## src/rtl/conv33_pim_feeder.sv

```systemverilog
// conv33_pim_feeder
// Initiator-side sequencer for the 3x3 PIM convolution unit. A raster-order
// 6-bit pixel stream is turned into 3x3 windows using two line buffers. For
// every complete window the kernel address is swept from 0 to NUM_ADDR-1.
// Each address gets one Compute_flag pulse, the PIM result is captured, and
// the result is offered downstream tagged with its address.
//
// Handshakes: both ports are strict valid/ready. A transfer happens on a
// rising edge where valid and ready are both high. A valid source holds its
// data stable until that transfer, and valid never depends on ready.
//
// Ports:
//   clk, rst_n             clock and asynchronous active-low reset
//   pix_in/valid/ready     pixel input stream
//   in_data_0..8           window to PIM, row-major, _0 oldest, _8 newest
//   Add_pim, Compute_flag  PIM kernel address and compute strobe
//   out_data               PIM result, valid PIM_LAT cycles after the strobe
//   res_data/addr          captured result and the address that produced it
//   res_valid/ready        result output stream
//   frame_done             one-cycle pulse after the last result of a frame
module conv33_pim_feeder #(
    parameter int IMG_W    = 8,
    parameter int IMG_H    = 8,
    parameter int NUM_ADDR = 32,
    parameter int PIM_LAT  = 1
) (
    input  logic        clk,
    input  logic        rst_n,
    input  logic [5:0]  pix_in,
    input  logic        pix_valid,
    output logic        pix_ready,
    output logic [5:0]  in_data_0,
    output logic [5:0]  in_data_1,
    output logic [5:0]  in_data_2,
    output logic [5:0]  in_data_3,
    output logic [5:0]  in_data_4,
    output logic [5:0]  in_data_5,
    output logic [5:0]  in_data_6,
    output logic [5:0]  in_data_7,
    output logic [5:0]  in_data_8,
    output logic [4:0]  Add_pim,
    output logic        Compute_flag,
    input  logic [17:0] out_data,
    output logic [17:0] res_data,
    output logic [4:0]  res_addr,
    output logic        res_valid,
    input  logic        res_ready,
    output logic        frame_done
);
    localparam int CW = $clog2(IMG_W);
    localparam int RW = $clog2(IMG_H);
    localparam int LW = (PIM_LAT > 1) ? $clog2(PIM_LAT) : 1;
    localparam logic [CW-1:0] COL_LAST  = CW'(IMG_W - 1);
    localparam logic [RW-1:0] ROW_LAST  = RW'(IMG_H - 1);
    localparam logic [4:0]    ADDR_LAST = 5'(NUM_ADDR - 1);
    localparam logic [LW-1:0] WAIT_LAST = LW'(PIM_LAT - 1);

    typedef enum logic [1:0] {S_FILL, S_ISSUE, S_WAIT, S_HOLD} state_t;
    state_t state, state_next;

    logic [CW-1:0] col;
    logic [RW-1:0] row;
    logic [LW-1:0] wait_cnt;
    logic [4:0]    addr;
    logic          last_win;      // current sweep belongs to the frame's last window
    logic [5:0]    lb1 [IMG_W];   // row r-1
    logic [5:0]    lb2 [IMG_W];   // row r-2
    logic [5:0]    win [9];       // running shift window, updated per pixel
    logic [5:0]    win_next [9];
    logic [5:0]    in_data [9];   // window frozen for the whole sweep

    logic accept, win_done, win_last, wait_last, addr_last;

    assign accept    = pix_valid & pix_ready;
    assign win_done  = (row >= RW'(2)) && (col >= CW'(2));
    assign win_last  = (row == ROW_LAST) && (col == COL_LAST);
    assign wait_last = (wait_cnt == WAIT_LAST);
    assign addr_last = (addr == ADDR_LAST);

    // Window after shifting in the current pixel column: top row from the
    // r-2 buffer, middle from r-1, bottom is the incoming pixel.
    always_comb begin
        win_next[0] = win[1];
        win_next[1] = win[2];
        win_next[2] = lb2[col];
        win_next[3] = win[4];
        win_next[4] = win[5];
        win_next[5] = lb1[col];
        win_next[6] = win[7];
        win_next[7] = win[8];
        win_next[8] = pix_in;
    end

    // State register
    always_ff @(posedge clk or negedge rst_n) begin
        if (!rst_n) state <= S_FILL;
        else        state <= state_next;
    end

    // Next-state logic
    always_comb begin
        state_next = state;
        case (state)
            S_FILL:  if (accept && win_done) state_next = S_ISSUE;
            S_ISSUE: state_next = S_WAIT;
            S_WAIT:  if (wait_last) state_next = S_HOLD;
            S_HOLD:  if (res_ready) state_next = addr_last ? S_FILL : S_ISSUE;
            default: state_next = S_FILL;
        endcase
    end

    // Output logic
    always_comb begin
        pix_ready    = (state == S_FILL);
        Compute_flag = (state == S_ISSUE);
        res_valid    = (state == S_HOLD);
    end

    assign Add_pim   = addr;
    assign in_data_0 = in_data[0];
    assign in_data_1 = in_data[1];
    assign in_data_2 = in_data[2];
    assign in_data_3 = in_data[3];
    assign in_data_4 = in_data[4];
    assign in_data_5 = in_data[5];
    assign in_data_6 = in_data[6];
    assign in_data_7 = in_data[7];
    assign in_data_8 = in_data[8];

    // Counters, sweep control and result capture
    always_ff @(posedge clk or negedge rst_n) begin
        if (!rst_n) begin
            col        <= '0;
            row        <= '0;
            wait_cnt   <= '0;
            addr       <= '0;
            last_win   <= 1'b0;
            res_data   <= '0;
            res_addr   <= '0;
            frame_done <= 1'b0;
            for (int k = 0; k < 9; k++) in_data[k] <= '0;
        end else begin
            frame_done <= 1'b0;
            if (accept) begin
                if (col == COL_LAST) begin
                    col <= '0;
                    row <= (row == ROW_LAST) ? '0 : row + RW'(1);
                end else begin
                    col <= col + CW'(1);
                end
                if (win_done) begin
                    for (int k = 0; k < 9; k++) in_data[k] <= win_next[k];
                    addr     <= '0;
                    last_win <= win_last;
                end
            end
            if (state == S_ISSUE) wait_cnt <= '0;
            if (state == S_WAIT) begin
                if (wait_last) begin
                    res_data <= out_data;
                    res_addr <= addr;
                end else begin
                    wait_cnt <= wait_cnt + LW'(1);
                end
            end
            if (state == S_HOLD && res_ready) begin
                if (!addr_last)    addr       <= addr + 5'd1;
                else if (last_win) frame_done <= 1'b1;
            end
        end
    end

    // Pixel storage. Never read before being written for the current frame,
    // so no reset is needed.
    always_ff @(posedge clk) begin
        if (accept) begin
            lb2[col] <= lb1[col];
            lb1[col] <= pix_in;
            for (int k = 0; k < 9; k++) win[k] <= win_next[k];
        end
    end
endmodule

```

## config.mk

```make
export PLATFORM = sky130hd
export DESIGN_NAME = conv33_pim_feeder
export DESIGN_NICKNAME = d
export VERILOG_FILES = /design/src/rtl/conv33_pim_feeder.sv
export SDC_FILE = /design/constraint.sdc
export NUM_CORES = 1
export LEC_CHECK = 0
export ABC_AREA = 1
export CORE_UTILIZATION = 57
export CTS_BUF_LIST = sky130_fd_sc_hd__clkbuf_4 sky130_fd_sc_hd__clkbuf_8
export DETAILED_ROUTE_END_ITERATION = 10
export GPL_TIMING_DRIVEN = 0
export PLACE_DENSITY = 0.93
export SLEW_MARGIN = 20
export SYNTH_ARGS = -nofsm -noshare
export SYNTH_HDL_FRONTEND = slang
export SYNTH_SLANG_ARGS = --single-unit
```

## constraint.sdc

```tcl
create_clock -name clk -period 3.45 [get_ports clk]
set_input_delay 0.8625 -clock clk [delete_from_list [all_inputs] [get_ports clk]]
set_output_delay 0.8625 -clock clk [all_outputs]
set_load 0.005 [all_outputs]
```

# Yosys cells after proc, flatten, opt, wreduce, memory -nomap -nowiden
# Memory sizes are Yosys's and may differ from the RTL's.
# Cells that the tools add are included.
# totals
memories	3
latch_bits	0
word_cells	66
out_inout_bits	86
register_bits	93
inputBits	28
ram_bits	150
mem_bits_ro	0
# classes
add_sub_neg	4
n_reduce_logical	9
div_mod_pow	0
bitwise	2
n_eq_ne	9
shift	0
n_mux	19
n_lt_le_gt_ge	2
n_mul	0
# memory_table
memory	depth	word_bits	read_ports	rd_ports_with_merged_regs	write_ports	line	rtl
win	9	6	6	0	9	68	logic [5:0] win [9];
lb1	8	6	1	0	1	66	logic [5:0] lb1 [IMG_W];
lb2	8	6	1	0	1	67	logic [5:0] lb2 [IMG_W];
# op_table
cell	n
$mux W5	4
$mux W1	9
$pmux W2 S4	1
$add A3 B1 Y3 const B	2
$eq A3 B3 Y1 const B	2
$ge A3 B2 Y1 const B	2
$mux W2	3
$mux W3	2
$reduce_and A2 Y1	3
$add A5 B1 Y5 const B	1
$eq A5 B5 Y1 const B	1
$eq A2 B2 Y1 const B	2
$logic_and A1 B1 Y1	4
$ne A2 B1 Y1 const B	2
$reduce_and A3 Y1	1
$eq A2 B1 Y1 const B	1
$logic_not A2 Y1	1
$ne A2 B2 Y1 const B	1
$add A1 B1 Y1 const B	1
$and A1 B1 Y1	1
$not A1 Y1	1

# Longest topological paths before layout
# logic_depth
ltp_word	6
mapped_depth	11
mapped_depth_nobuf	9

# Worst setup path before layout
# OpenSTA, ideal clock, no wires.
# synth_path
kind	input to register
start	input port pix_valid
end	memory lb1[5][0], enable pin
setup_ns	0.412
required_time_ns	3.038
cell_stages	3
path_slack_ns	0.741
arrival_ns	2.296
path_buffers	1
cell_sequence	nand2_1 > buf_2 > nor4_1
# synth_via
elab_chain_cells	3
# synth_rtl
item	line	rtl
start: declaration	30	input logic pix_valid,
$and A1 B1 Y1	74	assign accept = pix_valid & pix_ready;
$mux W1	176	if (accept) begin
$mux W1 (not written as such)	178	lb1[col] <= pix_in;
end: declaration	66	
# No other way between the ends.

# Worst setup path after layout
# layout_path
start	register state[0]
end	output port pix_ready
# layout_via
elab_chain_cells	1
# layout_rtl
item	line	rtl
start: declaration	59	state_t state, state_next;
start signal: assignment	97	else state <= state_next;
$logic_not A2 Y1	114	pix_ready = (state == S_FILL);
end: declaration	31	output logic pix_ready,
# No other way between the ends.

==> flow_metrics.tcl <==
set metrics [dict create \
    rows 45 \
    avgSynthCellArea_um2 11.4 \
    crit_slowest_cell "clkdlybuf4s50_1" \
    routabilityCongestion 0.853 \
    postCtsSetupBuffers 0 \
    share_comb_of_total_power 0.346 \
    syn_nets 813 \
    sw_frac_of_total 0.341 \
    final_nets 974 \
    relSlewSlack 0.384 \
    hpwl_um 13700 \
    synth-seq-area-share 0.711 \
    dieArea_um2 16000 \
    tritoncts "done" \
    fin_hold_ws_ns 0.161 \
    firstDrtPassIters 6 \
    tightest_slew_ns 0.917 \
    viasPerCell 5.76 \
    cts_hold_buf 0 \
    crit_buf_inv 2 \
    path_delay_family "buffers and inverters" \
    post-route-period-util 0.771 \
    routedWlPerCell_um 19.5 \
    ys_warn_count 0 \
    layout_commonest_cell "nand2_1" \
    die-height_um 127 \
    p_seq_frac 0.425 \
    hp-class "primary input to asynchronous set/reset pin" \
    cpPeakStageDelay_ns 0.52 \
    die_x_um 127 \
    drtAntennaViolNets 0 \
    drtIter0Drc 760 \
    worst_setup_path_start_kind "register" \
    root_buffer "clkbuf_8" \
    leakagePower_nw 4.89 \
    synth_seq_cells 225 \
    grt_pass1_vias 6765 \
    utilization 0.727 \
    critPathCaptureType "output port" \
    detail_route.wirelength_um 22300 \
    arrival_ns 1.80 \
    start_util 0.582 \
    vias 6581 \
    switchingPower_mw 3.23 \
    netlist_area_um2 8850 \
    antenna_found_initial 0 \
    drive_gt1_frac 0.147 \
    antennaDiodeCount 0 \
    ctsResizeCount 0 \
    fmax_mhz 376 \
    synth_cells 774 \
    grt_util_all_layers 0.290 \
    met1_usage 0.328 \
    ir_drop_mv 0.386 \
    cts_num_sinks 225 \
    crit_type "register to output port" \
    cts-buffers-inserted 34 \
    crit_chain "inv_1 -> ha_1 -> clkdlybuf4s50_1" \
    final_cell_mix "nand2_1 (377), edfxtp_1 (132), clkdlybuf4s50_1 (112), dfrtp_1 (93), clkbuf_8 (40)" \
    hold_viol 0 \
    area_delta_synth_final_pct 24.8 \
    numPortBuffers 113 \
    clock_latency_ns 0.52 \
    maxCapViolCount 0 \
    crit_required_ns 2.59 \
    status "complete, no violations" \
    clockBufferDepth 3 \
    synth_top_area_cell "edfxtp_1" \
    power_frac_clock 0.229 \
    grt_busiest_layer "met2" \
    setup_viol 0 \
    fp.coreArea_um2 15200 \
    grt.met3_usage 0.0561 \
    grt-ovfl-total 0 \
    grt_pass1_wl_um 35300 \
    gr-usage-met2 0.530 \
    yosysTopAreaCellShare 0.448 \
    internal-power_mw 6.24 \
    pin_count 114 \
    min_period_ns 2.66 \
    path_max_fanout 6 \
    rsz0062_at_grt "no" \
    skew_ns 0.0316 \
    power-per-cell-area_nw_per_um2 858 \
    drc 0 \
    h-tree-depth 2 \
    synth_cell_types 24 \
    path_clk_slew_ns 0.07 \
    synth_area_leaders "edfxtp_1 (45%), dfrtp_1 (26%), nand2_1 (16%), mux2_2 (2.8%), ha_1 (1.6%)" \
    maxSlewViolCount 0 \
    grt_max_degree 80 \
]
-- worst paths after layout --
check                          start  cells past startpoint            to  slack (ns)
max                         state[0]                      3     pix_ready        0.79
min                            rst_n                      1  in_data_3[2]        0.16
max reg2reg                 state[0]                      6     lb2[2][5]        0.89
min reg2reg                win[2][5]                      0     win[1][5]        0.43
max in group asynchronous      rst_n                      2  in_data_8[4]        2.66
min in group clk           win[2][5]                      0     win[1][5]        0.43
-- area by class of cell --
type                            count  area (um^2)
Buffer                             37          240
Clock buffer                       52          641
Clock inverter                      4         27.5
Fill cell                         854         4160
Inverter                           18         70.1
Multi-Input combinational cell    494         2290
Sequential cell                   225         6290
Tap cell                          188          235
Timing Repair Buffer              125         1250
-- cell usage after synthesis --
cell	n
o21a_1	1
nand3_1	22
nor4_1	6
inv_4	1
nor3_1	4
o21ai_0	13
a22oi_1	1
nor2_1	17
buf_6	6
nor2_4	1
buf_4	8
dfrtp_1	93
clkbuf_1	2
ha_1	11
inv_1	14
buf_2	21
mux2_2	22
nand3b_1	1
nand2_4	1
inv_2	3
edfxtp_1	132
a21oi_1	2
nand4_1	15
nand2_1	377
-- kinds of logic after synthesis --
| group | share of synthesized area |
|---|---|
| mux | 0.0280 |
| buf+inv | 0.0351 |
| simple gates | 0.200 |
| compound gates | 0.0102 |
| fa+ha+maj | 0.0156 |
| flops | 0.711 |
-- flip-flops by register name (all words and copies together) (netlist names) --
register    cells
in_data_1       6
lb1            48
row             3
res_data       18
in_data_0       6
res_addr        5
last_win        1
win            36
in_data_2       6
in_data_5       6
wait_cnt        1
Add_pim         5
col             3
in_data_4       6
in_data_6       6
state           2
frame_done      1
in_data_7       6
in_data_3       6
lb2            48
in_data_8       6
-- layer usage --
metal | part of all wire | routed length (um)
met1 | 0.34 | 7540
met2 | 0.52 | 11700
met3 | 0.093 | 2060
met4 | 0.047 | 1040
met5 | 0 | 0
-- power groups by stage --
stage / Sequential, mW / Combinational (mW) / Clock [mW]
final: 4.03 / 3.28 / 2.17
after global routing: 4.07 / 3.53 / 2.30
after CTS: 4.02 / 3.22 / 2.18
after detailed placement: 4.05 / 3.10 / 0
after global placement: 4.02 / 2.87 / 0
after floorplan: 4.03 / 1.59 / 0
-- worst register-to-register path, cell delays in order (launching register included) --
cell and delay [ns]:
dfrtp_1 0.44, inv_1 0.12, ha_1 0.21, nand2_1 0.13, buf_2 0.25, nor4_2 0.70, buf_2 0.38
-- stage by stage --
stage	instances	power, mW	setup WS, ns	cell area (um^2)	setup TNS (ns)
finish	1143	9.47	0.789	11000	0
global route	1143	9.90	0.711	11000	0
CTS	1143	9.42	0.762	11000	0
detailed placement	1087	7.16	0.430	10400	0
global placement	1075	6.89	-1.81	10200	-210.35
floorplan	774	5.62	0.741	8850	0
(Power assumes the default switching activity.)
